--- config.mk ---
export PLATFORM = sky130hd
export DESIGN_NAME = pipeline_hazard_ctrl
export DESIGN_NICKNAME = d
export VERILOG_FILES = /design/src/rtl/pipeline_hazard_ctrl.sv
export SDC_FILE = /design/constraint.sdc
export NUM_CORES = 1
export LEC_CHECK = 0
export ABC_AREA = 1
export BUFFER_PORTS_ARGS = -buffer_cell sky130_fd_sc_hd__buf_2
export CAP_MARGIN = 20
export CORE_UTILIZATION = 57
export CTS_BUF_LIST = sky130_fd_sc_hd__clkbuf_4
export DETAILED_ROUTE_END_ITERATION = 16
export PLACE_DENSITY = 0.87
export SLEW_MARGIN = 5
export SYNTH_ARGS = -nofsm -noshare
export SYNTH_HDL_FRONTEND = slang
export SYNTH_SLANG_ARGS = --single-unit
--- constraint.sdc ---
create_clock -name clk -period 2.8 [get_ports clk]
set_input_delay 0.42 -clock clk [delete_from_list [all_inputs] [get_ports clk]]
set_output_delay 0.42 -clock clk [all_outputs]
set_load 0.05 [all_outputs]
--- src/rtl/pipeline_hazard_ctrl.sv ---
// Central stall/flush controller for the 5-stage pipeline: resolves data-miss,
// redirect, fetch-miss and load-use hazards by priority and keeps perf counters.
module pipeline_hazard_ctrl #(
  parameter int CNT_W  = 16,
  parameter int REG_AW = 5
) (
  input  logic              clk,
  input  logic              rst,
  input  logic [REG_AW-1:0] ID_rs1,
  input  logic [REG_AW-1:0] ID_rs2,
  input  logic              ID_use_rs1,
  input  logic              ID_use_rs2,
  input  logic [REG_AW-1:0] EX_rd,
  input  logic              EX_MemRead,
  input  logic              EX_PCsrc,
  input  logic              imem_ready,
  input  logic              dmem_req,
  input  logic              dmem_ready,
  output logic              Stall,
  output logic              StallIFID,
  output logic              StallIDEX,
  output logic              StallEXMEM,
  output logic              FlushIFID,
  output logic              FlushIDEX,
  output logic              FlushMEMWB,
  output logic              abort_fetch,
  output logic [1:0]        state_o,
  output logic [CNT_W-1:0]  stall_cycles,
  output logic [CNT_W-1:0]  flush_count
);

  typedef enum logic [1:0] {
    RUN      = 2'd0,
    IF_WAIT  = 2'd1,
    MEM_WAIT = 2'd2
  } state_t;

  state_t           r_state;
  state_t           w_next;
  logic [CNT_W-1:0] r_stallCycles;
  logic [CNT_W-1:0] r_flushCount;
  logic             w_loadUse;
  logic             w_dmiss;
  logic             w_imiss;
  logic             w_redirect;

  assign w_loadUse = EX_MemRead && (EX_rd != '0) &&
                     ((ID_use_rs1 && (ID_rs1 == EX_rd)) ||
                      (ID_use_rs2 && (ID_rs2 == EX_rd)));
  assign w_dmiss   = dmem_req && !dmem_ready;
  assign w_imiss   = !imem_ready;

  // Controls depend only on the live condition terms, so a wait state releases
  // in the same cycle its ready arrives; the state register is for observation.
  always_comb begin
    Stall       = 1'b0;
    StallIFID   = 1'b0;
    StallIDEX   = 1'b0;
    StallEXMEM  = 1'b0;
    FlushIFID   = 1'b0;
    FlushIDEX   = 1'b0;
    FlushMEMWB  = 1'b0;
    abort_fetch = 1'b0;
    w_redirect  = 1'b0;
    w_next      = RUN;
    if (rst) begin
      if (w_dmiss) begin
        Stall      = 1'b1;
        StallIFID  = 1'b1;
        StallIDEX  = 1'b1;
        StallEXMEM = 1'b1;
        FlushMEMWB = 1'b1;
        w_next     = MEM_WAIT;
      end else if (EX_PCsrc) begin
        FlushIFID   = 1'b1;
        FlushIDEX   = 1'b1;
        abort_fetch = w_imiss;
        w_redirect  = 1'b1;
      end else if (w_imiss) begin
        Stall     = 1'b1;
        StallIFID = 1'b1;
        FlushIDEX = 1'b1;
        w_next    = IF_WAIT;
      end else if (w_loadUse) begin
        Stall     = 1'b1;
        StallIFID = 1'b1;
        FlushIDEX = 1'b1;
      end
    end
  end

  // State and saturating performance counters.
  always_ff @(posedge clk or negedge rst) begin
    if (!rst) begin
      r_state       <= RUN;
      r_stallCycles <= '0;
      r_flushCount  <= '0;
    end else begin
      r_state <= w_next;
      if (Stall && (r_stallCycles != '1))
        r_stallCycles <= r_stallCycles + 1'b1;
      if (w_redirect && (r_flushCount != '1))
        r_flushCount <= r_flushCount + 1'b1;
    end
  end

  assign state_o      = r_state;
  assign stall_cycles = r_stallCycles;
  assign flush_count  = r_flushCount;

endmodule

==> metrics.md <==
| Metric | Value |
|---|---|
| RSZ-0062 raised after global routing | `no` |
| Post-synth cell types | `25` |
| Power density cells | `approximately 600 nW/um2` |
| Leakage power figure | `~1.4 nW` |
| Crit share post-route | `75.5%` |
| Vias in the first global route | `2052` |
| Vias after detailed routing | `2040` |
| PnR Total Power | `about 1.5 mW` |
| Post-synthesis mux area share | `0%` |
| Initial Util | `approximately three fifths` |
| Residual DRC count | `0` |
| ANT nets after route | `0` |
| Initial antenna violation count | `0` |
| Pin count of the biggest net entering global routing | `35` |
| Cells after Synth | `around 280` |
| CTS root buf | `clkbuf_4` |
| Antenna diodes | `0` |
| CTS Sinks | `34` |
| Flops & latches, synth | `34` |
| Die X | `roughly 63 um` |
| # setup viols final | `0` |
| Post-CTS sizing | `0` |
| R2r startpoint | `stall_cycles[0]$_DFFE_PN0P_` |
| Starting DRC count in detailed routing | `107` |
| Total die area | `4000 um2` |
| Dpl hpwl | `about 3.7 mm` |
| Status | `completed` |
| Simple-gate share of the synthesized area | `38.0%` |
| WS Path Type | `in2out` |
| RePlAce Congestion | `~0.9` |
| Largest family of logic cells by synthesized area | `simple AND/OR/NAND/NOR gates` |
| R2r setup slk | `just under 1 ns` |
| Sequential area share after synthesis | `between 30 and 40%` |
| Max Cap Viol | `0` |
| Max Root-Sink Buffers | `2` |
| Fmax | `around 470 MHz` |
| Max VDD drop | `around 0.00046 V` |
| Worst r2r dst | `stall_cycles[6]$_DFFE_PN0P_` |
| First-pass GRT wire length | `8.40 mm` |
| Remaining Overflow, GRT | `0` |
| Io pins | `66` |
| Least-Margin Pin Slew | `0.486 ns` |
| # rows | `21` |
| Critical Path Sink Type | `output pin` |
| Fraction of layout cells with a size suffix above 1 | `a little over a quarter` |
| Via density | `a little over 5` |
| Net count after synthesis | `310` |
| Wire per inst | `roughly 12 um` |
| CTS tree | `yes` |
| Post-CTS Setup Bufs | `0` |
| Final hold vios | `0` |
| Compound-Gate Fraction of Synth Area | `about 1.3%` |
| Min Tclk post-route | `between 2 and 2.5 ns` |
| Hold Buf Count CTS | `0` |
| Final wirelength | `between 4 and 5 mm` |
| Min-Delay Path Class | `in2async` |
| Register clock-pin slew on the reported worst setup and hold paths | `0.12 ns` |
| WP data required | `~2.4 ns` |
| Startpoint class of the critical path | `input pin` |
| Signal arrival time at the worst endpoint | `1.69 ns` |
| Slew margin rel. | `between 60% and 70%` |
| Buffers on Ports | `65` |
| Adder-cell area share of the yosys netlist | `approximately 1.2%` |
| Worst-case reg-to-reg path depth | `8` |
| CP Max Fanout | `12` |
| Total global-route track usage | `26.5%` |
| CP startpoint | `EX_rd[3]` |
| Syn Std Cell Area | `about 2100 um2` |
| Worst Skew | `about 0.011 ns` |
| P&R area growth vs syn | `19.1%` |
| Post-Synth XOR/XNOR Area | `about a tenth` |
| Core outline area | `~3500 um2` |
| Final setup TNS | `0 ns` |
| Synth Area per Inst | `approximately 7.5 um2` |
| Clock buffer count from CTS | `5` |
| TritonRoute pass-1 iters | `4` |
| Die Span Y | `roughly 63 um` |
| Fin. max-slew vios | `0` |
| NumNets Final | `about 380` |
| Clk_lat worst skew | `approximately 0.35 ns` |
| H-Tree Depth | `2` |
| Synth warn | `0` |
stage by stage:
step / cells / hold slack [ns] / instance area (um2) / setup WS, ns / util, %
global placement: 390 / 0.481 / 2470 / 0.719 / 71.1
global route: 398 / 0.149 / 2550 / 0.494 / 73.5
floorplan: 284 / 0.124 / 2140 / 0.344 / -
detailed placement: 390 / 0.487 / 2470 / 0.669 / 71.1
CTS: 398 / 0.135 / 2550 / 0.665 / 73.5
finish: 398 / 0.133 / 2550 / 0.685 / 73.5
synthesized netlist by cell type:
cell,instances,share of area (%)
nand2_1,94,16
dfrtp_1,34,40
inv_1,32,5.6
nand3_1,24,5.6
nor2_1,24,4.2
xor2_1,15,6.1
xnor2_1,10,4.1
nor3_1,9,2.1
nand4_1,8,2.3
nand3_2,5,2.3
buf_4,4,1.4
inv_2,3,0.53
nor2_2,3,0.88
o21ai_0,3,0.70
a31oi_1,2,0.58
buf_6,2,1.1
ha_1,2,1.2
nand2_2,2,0.58
nand3b_1,2,0.70
buf_12,1,0.94
nand2_4,1,0.53
nand2b_4,1,0.64
nor3_2,1,0.47
nor3b_2,1,0.58
nor4_2,1,0.58
worst max-delay path, cell delays in order:
cell	delay [ns]
buf_2	0.08
inv_1	0.07
nand2_1	0.06
nand2_1	0.04
nor2_1	0.14
nand3_1	0.09
nand2_1	0.08
nand2_1	0.06
nand2_1	0.06
nand2_1	0.06
nand2_2	0.20
buf_2	0.31
worst max-delay path by stage:
stage	end	slack, ns
2_1_floorplan	StallIFID	0.34
3_3_place_gp	StallIFID	0.72
4_1_cts	StallIFID	0.67
3_5_place_dp	StallIFID	0.67
6_report	Stall	0.69
5_1_grt	StallIFID	0.49
cells in the final DEF (no fill, tap or decap), drive strengths merged:
master	instances
a31oi	2
buf	67
bufinv	1
clkbuf	5
clkinvlp	2
dfrtp	34
ha	2
inv	35
nand2	97
nand2b	1
nand3	29
nand3b	2
nand4	8
nor2	27
nor3	10
nor3b	1
nor4	1
o21ai	3
xnor2	10
xor2	15
area by class of cell:
type	instances	area, um2
sequential	34	851
timing repair buffer	67	340
fill	291	920
inverter	35	131
multi-input combinational	208	1090
clock inverter	3	45.0
clock buffer	5	37.5
tap	46	57.6
per-layer routing:
layer,up-vias,global-route usage [%],routed length [um]
met5,-,0,0
met4,0,9.94,75
met3,13,7.25,241
met2,66,48.8,2420
met1,937,28.7,2030
li1,1024,-,-
state kept, by name, summed over array words and instances, names as in the netlist:
signal,count
state_o,2
flush_count,16
stall_cycles,16
where the power goes:
group / leakage (nW) / internal (mW) / switching [mW]
Combinational: 0.954 / 0.132 / 0.393
Clock: 0.0374 / 0.187 / 0.176
Sequential: 0.448 / 0.553 / 0.0828
Total: 1.44 / 0.872 / 0.652
cells by family after synthesis:
group,Yosys count
AO/OA/AOI/OAI,5
XOR/XNOR,25
adder cells (fa/ha/maj),2
buffers and inverters,42
flip-flops,34
AND/OR/NAND/NOR,176
Note: power is estimated with default switching activity, not from simulation.
